==> config.mk <==
export PLATFORM = sky130hd
export DESIGN_NAME = ram16k_arbiter
export DESIGN_NICKNAME = d
export VERILOG_FILES = /design/src/rtl/ram16k_arbiter.sv
export SDC_FILE = /design/constraint.sdc
export NUM_CORES = 1
export LEC_CHECK = 0
export BUFFER_PORTS_ARGS = -buffer_cell sky130_fd_sc_hd__buf_2
export CORE_UTILIZATION = 41
export CTS_CLUSTER_DIAMETER = 80
export DETAILED_ROUTE_END_ITERATION = 8
export PLACE_DENSITY = 0.87
export RECOVER_POWER = 25
export SLEW_MARGIN = 20
export SYNTH_ARGS = -nofsm -noshare
export SYNTH_HDL_FRONTEND = slang
export SYNTH_SLANG_ARGS = --single-unit
==> constraint.sdc <==
create_clock -name clk -period 1.67 [get_ports clk]
set_input_delay 0.334 -clock clk [delete_from_list [all_inputs] [get_ports clk]]
set_output_delay 0.334 -clock clk [all_outputs]
set_load 0.01 [all_outputs]
==> src/rtl/ram16k_arbiter.sv <==
// Two-requester round-robin arbiter in front of a single RAM16K.
// Each access takes one arbitration cycle (IDLE) and one access cycle (ACCESS).
// A requester may hold its grant with rN_lock for up to MAX_BURST grants in a row.
// Ports:
//   clk, rst_n                 clock, asynchronous active-low reset
//   rN_req/we/addr/wdata/lock  command from requester N (0 = CPU, 1 = DMA)
//   rN_ack                     one-cycle completion pulse to requester N
//   rN_rdata                   RAM read data, valid while rN_ack=1, else 0
//   ram_in/ram_load/ram_address/ram_out  RAM16K interface
module ram16k_arbiter #(
  parameter int unsigned MAX_BURST = 4,
  parameter int unsigned BURST_W   = 4
) (
  input  logic        clk,
  input  logic        rst_n,
  input  logic        r0_req,
  input  logic        r0_we,
  input  logic [13:0] r0_addr,
  input  logic [15:0] r0_wdata,
  input  logic        r0_lock,
  output logic        r0_ack,
  output logic [15:0] r0_rdata,
  input  logic        r1_req,
  input  logic        r1_we,
  input  logic [13:0] r1_addr,
  input  logic [15:0] r1_wdata,
  input  logic        r1_lock,
  output logic        r1_ack,
  output logic [15:0] r1_rdata,
  output logic [15:0] ram_in,
  output logic        ram_load,
  output logic [13:0] ram_address,
  input  logic [15:0] ram_out
);

  typedef enum logic {IDLE, ACCESS} state_t;

  state_t             state;
  logic               owner;
  logic               last;
  logic               locked;
  logic [BURST_W-1:0] burst_cnt;

  logic lock_keep;
  logic grant_valid;
  logic winner;
  logic owner_lock;
  logic burst_room;

  // Arbitration: a live lock pins the grant to the owner, otherwise round-robin.
  always_comb begin
    lock_keep   = locked && (owner ? r1_req : r0_req);
    grant_valid = 1'b0;
    winner      = 1'b0;
    if (lock_keep) begin
      grant_valid = 1'b1;
      winner      = owner;
    end else if (r0_req && r1_req) begin
      grant_valid = 1'b1;
      winner      = ~last;
    end else if (r0_req) begin
      grant_valid = 1'b1;
      winner      = 1'b0;
    end else if (r1_req) begin
      grant_valid = 1'b1;
      winner      = 1'b1;
    end
  end

  assign owner_lock = owner ? r1_lock : r0_lock;
  assign burst_room = burst_cnt < BURST_W'(MAX_BURST - 1);

  // ram_load and the acks are only ever high in ACCESS, so reset kills a pending write at once.
  always_ff @(posedge clk or negedge rst_n) begin
    if (!rst_n) begin
      state       <= IDLE;
      owner       <= 1'b0;
      last        <= 1'b1;
      locked      <= 1'b0;
      burst_cnt   <= '0;
      ram_load    <= 1'b0;
      ram_address <= '0;
      ram_in      <= '0;
      r0_ack      <= 1'b0;
      r1_ack      <= 1'b0;
    end else begin
      case (state)
        IDLE: begin
          // Owner walked away from its lock: release it and arbitrate normally now.
          if (locked && !lock_keep) begin
            locked    <= 1'b0;
            burst_cnt <= '0;
          end
          if (grant_valid) begin
            state       <= ACCESS;
            owner       <= winner;
            last        <= winner;
            ram_address <= winner ? r1_addr  : r0_addr;
            ram_in      <= winner ? r1_wdata : r0_wdata;
            ram_load    <= winner ? r1_we    : r0_we;
            r0_ack      <= ~winner;
            r1_ack      <= winner;
          end
        end
        ACCESS: begin
          state    <= IDLE;
          ram_load <= 1'b0;
          r0_ack   <= 1'b0;
          r1_ack   <= 1'b0;
          if (owner_lock && burst_room) begin
            locked    <= 1'b1;
            burst_cnt <= burst_cnt + 1'b1;
          end else begin
            locked    <= 1'b0;
            burst_cnt <= '0;
          end
        end
        default: state <= IDLE;
      endcase
    end
  end

  // RAM read is combinational, so read data is steered straight through during the ack cycle.
  assign r0_rdata = r0_ack ? ram_out : 16'h0000;
  assign r1_rdata = r1_ack ? ram_out : 16'h0000;

endmodule

# Word level (Yosys, flattened, before mapping)
# Cells that the tools add are included.
# totals
input_bits	84
register_bits	41
out_inout_bits	65
# classes
addsub	1
magnitude_cmp	1
n_eq_ne	2
reduce_logical	6
n_bitwise	3
n_mux	28
# op_table
operator	n
two-way mux 16 bit	3
two-way mux 1 bit	16
two-way mux 14 bit	1
one-hot mux 1 bit (2 select lines)	5
two-way mux 4 bit	2
one-hot mux 4 bit (2 select lines)	1
adder 4 x 1 -> 4 bit (second input constant)	1
logical AND 1 bit	4
less-than comparator 4 x 2 -> 1 bit (second input constant)	1
!= test 2 bit (second input constant)	2
NOT 1 bit	3
AND reduction 2 bit	1
zero test 1 bit	1

# Longest topological paths before layout
# Gate-level depths: netlist (run 1).
# depth
ltp_word	7
depth_mapped	4
ltp_nobuf	3

# Worst setup path before layout (run 1)
# No wires, ideal clock.
# synth_timing
kind	flip-flop to flip-flop
start	reg last
end	reg ram_address[10]
setup_ns	0.066
path_slack_ns	0.263
arrival_time_ns	1.341
t_required_ns	1.604
synth_period_minus_slack_ns	1.407
path_buffers	1
path_stages_with_launch	5
path_cell_list	dfstp_2 > nand2b_4 > a311oi_4 > buf_6 > a221o_1
# synth_between
elab_chain_len	4
# synth_rtl
item	line	source
start, declared	40	logic last;
start signal, assigned	97	last <= winner;
NOT 1 bit	60	winner = ~last;
two-way mux 1 bit	58	end else if (r0_req && r1_req) begin
two-way mux 1 bit	55	if (lock_keep) begin
two-way mux 14 bit	98	ram_address <= winner ? r1_addr : r0_addr;
end signal, assigned	98	
end, declared	32	output logic [13:0] ram_address,
# Every way passes these cells.
# A chain may end at the register's enable or synchronous reset.

# Worst setup path after layout (run 1)
# layout_timing
start	reg r1_ack
end	out r1_rdata[10]
# layout_between
elab_chain_len	1
# layout_rtl
item	line	source
start, declared	28	output logic r1_ack,
start signal, assigned	102	r1_ack <= winner;
two-way mux 16 bit	125	assign r1_rdata = r1_ack ? ram_out : 16'h0000;
end, declared	29	output logic [15:0] r1_rdata,
# Every way passes these cells.

==> results of run 1 <==
## metal layers
| layer | GRT usage, % | share of wire [%] | vias to the layer above | wire (um) |
|---|---|---|---|---|
| met5 | 0 | 0 | - | 0 |
| met4 | 6.318 | 1.7 | 0 | 86 |
| met3 | 4.972 | 6.7 | 11 | 346 |
| met2 | 34.99 | 50 | 89 | 2584 |
| met1 | 25.18 | 41 | 887 | 2127 |
| li1 | - | - | 938 | - |
## metrics by stage
step / setup WS, ns / hold slack [ns]
after floorplan: 0.2632 / 0.03841
after global placement: 0.2422 / 0.2572
after detailed placement: 0.2048 / 0.2632
after CTS: 0.1238 / 0.2588
after global routing: 0.01852 / 0.2495
final: 0.1504 / 0.2659
## sequential cells by signal (all words and copies together), names as in the netlist
name,flops
r1_ack,1
burst_cnt,4
ram_in,16
state,1
r0_ack,1
ram_load,1
ram_address,14
owner,1
last,1
locked,1
## power by group through the flow
stage	clock network [uW]	logic [uW]	registers, uW
after floorplan	0	559	1450
after detailed placement	0	1130	1370
final	824	1110	1360
after global placement	0	1100	1370
after CTS	849	1130	1360
after global routing	900	1220	1390
## worst max-delay path by stage
stage	to	slack, ns	from	cells after the start
floorplan	ram_address[10]	0.26	last	4
global placement	ram_address[12]	0.24	last	4
detailed placement	ram_in[13]	0.20	locked	4
CTS	r1_rdata[10]	0.12	r1_ack	2
global route	r0_rdata[3]	0.02	r0_ack	2
finish	r1_rdata[10]	0.15	r1_ack	2
## cell type report
type                            count  share of cell area, %
Clock buffer                        6                  2.734
Timing Repair Buffer              158                  27.88
Sequential cell                    41                  34.01
Multi-Input combinational cell    118                  30.74
Inverter                            5                 0.6214
Tap cell                           67                  2.775
Clock inverter                      2                  1.243
## cell usage in the layout (no fill, tap or decap), types with 2 or more instances in the layout
cell type / synthesis / final
a221o_2: 2 / 2
nand2b_1: 2 / 2
buf_2: 0 / 147
clkbuf_8: 0 / 6
a221o_1: 29 / 29
a21o_2: 2 / 2
and2_1: 65 / 65
buf_12: 0 / 2
buf_4: 0 / 7
mux2i_1: 2 / 2
dfrtp_1: 40 / 40
inv_1: 3 / 3
a21oi_1: 3 / 3
inv_2: 2 / 2
a311oi_4: 2 / 2
## critical path: stages (launching register included)
cell and delay (ns):
dfrtp_1 0.58, and2_1 0.19, buf_2 0.13
## kinds of logic after synthesis
kind of cell               synth area share (%)
AOI/OAI and AO/OA                         20.24
and+or+nand+nor                           22.79
DFF                                       49.76
muxes                                     1.515
adders and majority gates                0.6060
buffers and inverters                     5.091
## timing repair
action / 4_1_cts / 5_1_grt
setup endpoints to repair: 0 / 0
hold endpoints to repair: 14 / 0
buffers inserted: 0 / 0
hold buffers: 1 / 0
==> metrics.md, run 1 <==
| Metric | Value |
|---|---|
| Outcome | finished, final reports clean |
| Fin util | 63.11% |
| I/O pin cnt | 149 |
| H-tree levels | 2 |
| Die Ht | around 73 um |
| Number of detailed-route iterations in the first pass | 4 |
| Fin cells | a little under 400 |
| Synthesized area | 2064 sq um |
| Area occupied by multi-input gates | 928.4 sq um |
| GR Util All Layers | between 20% and 30% |
| Share of cells above drive strength 1 | 53.64% |
| Yosys reg bits | approximately 40 |
| Worst setup SP type | flop |
| Crit path max fanout | 18 |
| Reg-to-reg startpoint | locked |
| Largest buffer count on any clock path | 2 |
| Setup-failing EPs final | 0 |
| Ys flop type | dfrtp_1 |
| Register area | between 1000 and 1500 sq um |
| Power consumption | between 3000 and 4000 uW |
| Port Buffers | 148 |
| RSZ-0062 raised after global routing | false |
| Post-Route WL | 5.145 mm |
| Die ar. | 5323 sq um |
| Area grow syn2layout | 46.30% |
| Final antenna-violating net count | 0 |
| Via count | 1925 |
| Min-delay src | r1_addr[7] |
| CP Data Arrival Time | 1.19 ns |
| Clk network pwr share | 25.0% |
| Routability cong. | ~0.81 |
| Post-Synthesis Cells | 175 |
| Max Cap Viol | 0 |
| Setup TNS | 0 ns |
| Initial antenna violation count | 0 |
| Post-CTS resize count | 0 |
| Clock Skews | about 0.0061 ns |
| Cts bufs inserted | 5 |
| Switching part of the total | 30.21% |
| Final min period | 1.520 ns |
| R2R depth | 4 |
| Most common cell in the netlist | and2_1 |
| Slew @ Worst Pin | 0.8451 ns |
| Synthesized Nets | 260 |
| Rel. slew slack | 43.66% |
| Initial drt markers | 98 |
| Final Hold Viols | 0 |
| Leakage | around 0.0017 uW |
| CTS tree | done |
| Core Area | ~4800 sq um |
| Post-placement cell area | 2895 sq um |
| Die width | 72.96 um |
| Post-synth EDFFs | 0 |
| Vias in the first global route | ~1800 |
| Mean post-synth cell area | 11.80 sq um |
| Routed wire per std cell | roughly 13 um |
| NetSw | between 900 and 1000 uW |
| Hpwl dp | ~4.0 mm |
| First-pass GRT wire length | ~8.2 mm |
| Clock sink count | 41 |
| Yosys warns | 0 |
| Post-synthesis sequential area ratio | 49.76% |
| Int Power | 2297 uW |
| N_diodes | 0 |
| WHS Path Cells | 2 |
| CP Capture Type | primary output |
| F_max | 658.1 MHz |
| Initial Utilization | 43.14% |
| Placed Cells incl. Taps | 388 |
| Largest net degree at the start of global routing | 28 |
| R2R Setup Slk | 0.19 ns |
| Worst min path class | primary input to flop |
| Sequential Power Share | between 40 and 50% |
| Max Slew Vio Count | 0 |
| CTS clk-pin slew, worst paths | ~0.080 ns |
| Peak supply drop | about 0.60 mV |
| Post-synth top cells | 65 x and2_1, 40 x dfrtp_1, 29 x a221o_1 |
| Vias per cell | roughly 4.8 |
| Min-Delay Endpoint | ram_address[7] |
| Kind of critical path | flop to primary output |
| Root Driver | clkbuf_8 |
| Pwr dens | 1090 nW/um^2 |
| Drc violations | 0 |
| Overflow after GRT | 0 |
| Async S/R FF share, synth | 100.0% |
| Unique masters post-synth | 25 |
| Comb pwr share | 33.8% |
| Clk_lat worst skew | between 0.2 and 0.3 ns |
| Worst path required time | 1.34 ns |
| Filler instances | 409 |
| RR Endpoint | ram_in[13] |
| # nets final | 414 |
| Synth area leader | dfrtp_1 |
| Design area | 3020 sq um |
| Top post-synthesis cells by area | dfrtp_1 48%, and2_1 20%, a221o_1 14%, buf_6 3.3%, a311oi_4 2.5% |
| Synth top area share | 48.48% |
| Period utilization | 90.99% |
| FP Rows | 25 |
(Power assumes the default switching activity.)
==> run 2: changes to the inputs <==
--- a/config.mk
+++ b/config.mk
@@ -6,11 +6,13 @@
 export NUM_CORES = 1
 export LEC_CHECK = 0
 export BUFFER_PORTS_ARGS = -buffer_cell sky130_fd_sc_hd__buf_2
-export CORE_UTILIZATION = 41
+export CORE_UTILIZATION = 42
+export CTS_BUF_LIST = sky130_fd_sc_hd__clkbuf_4
 export CTS_CLUSTER_DIAMETER = 80
 export DETAILED_ROUTE_END_ITERATION = 8
-export PLACE_DENSITY = 0.87
+export PLACE_DENSITY = 0.88
 export RECOVER_POWER = 25
+export SETUP_SLACK_MARGIN = 0.3
 export SLEW_MARGIN = 20
 export SYNTH_ARGS = -nofsm -noshare
 export SYNTH_HDL_FRONTEND = slang
==> run 2 against run 1 <==
  * Total power increased by 1.0%
  * Die area fell by 2.3%
  * Non-clock buffer count increased by 19
  * Clock skew is 0.0054 ns higher
  * First-iteration DRC count is 12% lower
  * Flip-flop and latch count did not move
  * Global-route usage is 2.3 points higher
  * Setup slack got worse by 0.033 ns
  * Fmax is 2.2% lower
  * Sequential share of layout area fell by 4.0 points
  * Clock power decreased by 41%
  * Critical path type unchanged
  * Critical endpoint is now r0_rdata[3]
  * Largest cell class is now non-clock buffers
==> metrics.md, run 2 (synthesis results as in run 1) <==
| Metric | Value |
|---|---|
| Period utilization | 92.99% |
| Levels on crit path | 3 |
| Largest buffer count on any clock path | 2 |
| Drc violations | 0 |
| Vias per cell | 5.178 |
| Root Driver | clkbuf_4 |
| CTS clk-pin slew, worst paths | 0.12 ns |
| Design area | 3441 sq um |
| FP Rows | 25 |
| Final min period | 1.553 ns |
| Post-placement cell area | 2902 sq um |
| Port Buffers | 148 |
| WHS Path Cells | 2 |
| Initial drt markers | 86 |
| Area grow syn2layout | 66.67% |
| Initial antenna violation count | 0 |
| Worst path required time | roughly 1.3 ns |
| Commonest cells after routing, fill and taps aside | 129 x buf_2, 49 x and2_1, 35 x dfrtp_1 |
| Vias in the first global route | 1912 |
| H-tree levels | 2 |
| Initial Utilization | 43.71% |
| CP max-delay cell | dfrtp_2 |
| Register area | 1033 sq um |
| Overflow after GRT | 0 |
| Crit path max fanout | 9 |
| Peak supply drop | 0.5305 mV |
| Delay of the slowest critical-path stage | 0.44 ns |
| Core Area | approximately 4700 sq um |
| Leakage | 0.001837 uW |
| Crit path buf inv count | 2 |
| RSZ-0062 raised after global routing | true |
| Biggest regs | ram_in x16, ram_address x14, burst_cnt x4 |
| CP top delay family | flip-flops |
| # nets final | ~430 |
| Final Hold Viols | 0 |
| Clk_lat worst skew | roughly 0.34 ns |
| Routability cong. | 0.7290 |
| Reg-to-reg startpoint | locked |
| Pre-CTS WS | 0.1458 ns |
| Max Cap Viol | 0 |
| Final antenna-violating net count | 0 |
| Largest net degree at the start of global routing | 25 |
| Area occupied by multi-input gates | 993.5 sq um |
| Slew @ Worst Pin | 0.5505 ns |
| Filler instances | 309 |
| Number of detailed-route iterations in the first pass | 6 |
| Hpwl dp | approximately 4.3 mm |
| Setup TNS | 0 ns |
| Clock Skews | roughly 0.011 ns |
| Final worst slack | 0.1170 ns |
| Via count | ~2200 |
| Routed wire per std cell | about 16 um |
| Commonest non-fill, non-tap cell in the layout | buf_2 |
| Max Slew Vio Count | 0 |
| Cts bufs inserted | 5 |
| Min-Delay Endpoint | ram_in[12] |
| F_max | 643.9 MHz |
| GR Util All Layers | 22.64% |
| RR Endpoint | ram_in[8] |
| Outcome | finished, final reports clean |
| Pwr dens | 966.4 nW/um^2 |
| Worst setup SP type | flop |
| N_diodes | 0 |
| Cell Chain, Critical Path | buf_6, and2_1, buf_2 |
| Min-delay src | r1_wdata[12] |
| Share of cells above drive strength 1 | 63.61% |
| Worst setup startpoint | r0_ack |
| Largest register FFs | 16 |
| CP Capture Type | primary output |
| Worst min path class | primary input to flop |
| Die ar. | just over 5000 sq um |
| Die width | between 70 and 80 um |
| R2R Setup Slk | 0.16 ns |
| Kind of critical path | flop to primary output |
| Placed Cells incl. Taps | 386 |
| Fin util | between 70% and 80% |
| Setup-failing EPs final | 0 |
| R2R depth | 5 |
| CTS tree | done |
| Fin cells | 416 |
| Die Ht | 72.11 um |
| Most flops, register | ram_in |
| Post-Route WL | just under 7 mm |
| Clock sink count | 41 |
| CP Data Arrival Time | 1.22 ns |
| Rel. slew slack | 63.30% |
| I/O pin cnt | between 100 and 150 |
| First-pass GRT wire length | 9.039 mm |
run 2: changes by cell type in the layout (fill, tap and decap cells not counted), sizes merged:
cell and delta:
clkbuf +3, bufinv -1, clkinvlp -1, clkinv +2, buf +16
run 2: final cells by class:
type / instances / share of cell area [%]
clock inverters: 2 / 0.2909
well taps: 67 / 2.436
repair buffers: 177 / 36.51
multi-input cells: 118 / 28.87
inverters: 5 / 0.5455
clock buffers: 6 / 1.309
flip-flops and latches: 41 / 30.04
run 2: metrics by stage:
step | hold slack [ns] | total power (uW)
3_3_place_gp | 0.3071 | 2469
6_report | 0.2069 | 3325
4_1_cts | 0.1958 | 3123
3_5_place_dp | 0.3251 | 2514
2_1_floorplan | 0.03841 | 2020
5_1_grt | 0.1909 | 3528
run 2: worst max-delay path by stage:
stage	slack, ns	endpoint
floorplan	0.31	ram_address[10]
global placement	0.21	ram_address[7]
detailed placement	0.15	ram_address[8]
CTS	0.13	ram_in[8]
global route	0.1	r0_rdata[3]
finish	0.12	r0_rdata[3]
run 2: what timing repair did:
item,in CTS,in global routing
setup buffers,9,6
hold endpoints to repair,19,0
resized for setup,12,49
hold buffers,1,0
pin swaps,6,7
setup endpoints to repair,66,70
cloned,2,4
run 2: routing by layer:
| layer | global-route usage (%) | routed length (um) | vias to the layer above |
|---|---|---|---|
| met5 | 0 | 0 | - |
| met3 | 3.889 | 444 | 14 |
| met1 | 27.68 | 2660 | 1039 |
| met2 | 40.60 | 3546 | 113 |
| li1 | - | - | 988 |
| met4 | 7.190 | 127 | 0 |
run 2: where the power goes:
group	switching [uW]	internal [uW]	total, uW
logic	645	837	1480
clock network	312	177	489
registers	131	1220	1350
==> run 3: changes to the inputs <==
==> constraint.sdc (replaced) <==
create_clock -name clk -period 1.53 [get_ports clk]
set_input_delay 0.306 -clock clk [delete_from_list [all_inputs] [get_ports clk]]
set_output_delay 0.306 -clock clk [all_outputs]
set_load 0.01 [all_outputs]
==> run 3 against run 2 <==
  * Total power grew 10%
  * Clock-buffer cell count is the same
  * First-iteration DRC count increased by 36%
  * Register-to-register slack worse by 0.10 ns
  * Critical path depth unchanged
  * Clock skew barely moved
  * Combinational power about the same
  * Flip-flop and latch count is the same
==> metrics.md, run 3 (synthesis results as in run 1) <==
| Metric | Value |
|---|---|
| Outcome | finished, final reports clean |
| Overflow after GRT | 0 |
| Worst path required time | 1.22 ns |
| NetSw | 1144 uW |
| Vias per cell | 4.957 |
| Power consumption | 3671 uW |
| Number of detailed-route iterations in the first pass | 4 |
| RSZ-0062 raised after global routing | true |
| CP top delay family | flip-flops |
| Sequential Power Share | 40.6% |
| Min-Delay Endpoint | ram_in[13] |
| Crit path max fanout | 9 |
| Delay of the slowest critical-path stage | 0.44 ns |
| Worst setup SP type | flop |
| Core Area | 4723 sq um |
| Comb pwr share | 40.4% |
| H-tree levels | 2 |
| CTS tree | done |
| Hold slack | 0.1797 ns |
| N_diodes | 0 |
| Cell Chain, Critical Path | buf_6, and2_1, buf_2 |
| Final worst slack | around 0.026 ns |
| CP max-delay cell | dfrtp_2 |
| Biggest regs | ram_in x16, ram_address x14, burst_cnt x4 |
| Rel. slew slack | 64.63% |
| Max Slew Vio Count | 0 |
| GR Util All Layers | 22.17% |
| Largest net degree at the start of global routing | 25 |
| # nets final | 432 |
| Filler instances | around 350 |
| Min-delay src | r1_wdata[13] |
| Final min period | 1.504 ns |
| Final Hold Viols | 0 |
| I/O pin cnt | roughly 150 |
| First-pass GRT wire length | 8.707 mm |
| R2R Setup Slk | 0.06 ns |
| Switching part of the total | between 30% and 40% |
| Initial drt markers | ~120 |
| Placed Cells incl. Taps | 390 |
| Slew @ Worst Pin | 0.5305 ns |
| CTS clk-pin slew, worst paths | 0.12 ns |
| Vias in the first global route | 1846 |
| Root Driver | clkbuf_4 |
| Kind of critical path | flop to primary output |
| Initial Utilization | 43.71% |
| Post-Route WL | 5.901 mm |
| Initial antenna violation count | 0 |
| Crit path buf inv count | 2 |
| FP Rows | 25 |
| Clk network pwr share | 19.0% |
| Area occupied by multi-input gates | 994.7 sq um |
| Peak supply drop | just over 0.6 mV |
| Die width | 72.11 um |
| Int Power | 2526 uW |
| WHS Path Cells | 2 |
| Via count | 2057 |
| Routability cong. | around 0.75 |
| Register area | 1032 sq um |
| Commonest cells after routing, fill and taps aside | 137 x buf_2, 55 x and2_1, 36 x dfrtp_1 |
| R2R depth | 4 |
| RR Endpoint | ram_in[3] |
| Die ar. | between 5000 and 6000 sq um |
| Clock sink count | 41 |
| Period utilization | 98.28% |
| Worst min path class | primary input to flop |
| Drc violations | 0 |
| Fin cells | 415 |
| Cts bufs inserted | 5 |
| Port Buffers | 148 |
| Setup-failing EPs final | 0 |
| Area grow syn2layout | 58.12% |
| Routed wire per std cell | approximately 14 um |
| Final antenna-violating net count | 0 |
| Pwr dens | 1124 nW/um^2 |
| Most flops, register | ram_in |
| CP Data Arrival Time | 1.20 ns |
| Clk_lat worst skew | roughly 0.35 ns |
| Leakage | 0.001764 uW |
| F_max | between 600 and 700 MHz |
| Die Ht | 72.11 um |
| CP Capture Type | primary output |
| Reg-to-reg startpoint | locked |
| Clock Skews | about 0.011 ns |
| Largest register FFs | 16 |
| Max Cap Viol | 0 |
| Hpwl dp | around 4.3 mm |
| Setup TNS | 0 ns |
| Share of cells above drive strength 1 | 61.78% |
| Largest buffer count on any clock path | 2 |
| Levels on crit path | 3 |
| Commonest non-fill, non-tap cell in the layout | buf_2 |
| Pre-CTS WS | 0.09863 ns |
run 3: worst max-delay path by stage:
stage                           end  slack (ns)    from
floorplan                ram_in[13]        0.18  locked
global placement    ram_address[11]        0.12    last
detailed placement  ram_address[11]         0.1    last
CTS                     r0_rdata[4]        0.03  r0_ack
global route           r1_rdata[10]       -0.03  r1_ack
finish                  r0_rdata[6]        0.03  r0_ack
run 3: stage by stage:
step	cell area (sq um)	util, %
3_5_place_dp	2923	61.88
3_3_place_gp	2923	61.88
4_1_cts	3089	65.40
5_1_grt	3264	69.11
6_report	3264	69.11
2_1_floorplan	2078	-
run 3: worst reg2reg max path: cells and delay by family, from the launching register on:
family | cells | cell delay [ns]
flops | 1 | 0.45
buf+inv | 1 | 0.21
simple gates | 1 | 0.24
compound gates | 2 | 0.52
run 3: metal layers:
metal	global-route usage [%]	wire (um)
met1	25.79	2302
met2	40.81	3159
met3	5.556	365
met4	5.229	74
met5	0	0
run 3: timing repair:
action / CTS / global route
gates cloned: 1 / 0
setup buffers: 4 / 11
pin swaps: 0 / 13
hold endpoints to repair: 25 / 0
hold buffers: 1 / 0
resized for setup: 13 / 27
setup endpoints to repair: 72 / 103
run 3: power groups by stage:
stage | Clock [uW] | Combinational [uW] | Sequential [uW]
final | 697 | 1480 | 1490
after global routing | 787 | 1610 | 1520
after CTS | 722 | 1310 | 1500
after detailed placement | 0 | 1240 | 1520
after global placement | 0 | 1200 | 1520
after floorplan | 0 | 620 | 1590
run 3: area by class of cell:
| class | count | area share, % |
|---|---|---|
| flip-flops and latches | 41 | 31.62 |
| clock inverters | 2 | 1.035 |
| clock buffers | 6 | 1.380 |
| multi-input cells | 118 | 30.47 |
| repair buffers | 176 | 32.35 |
| inverters | 5 | 0.5749 |
| well taps | 67 | 2.568 |
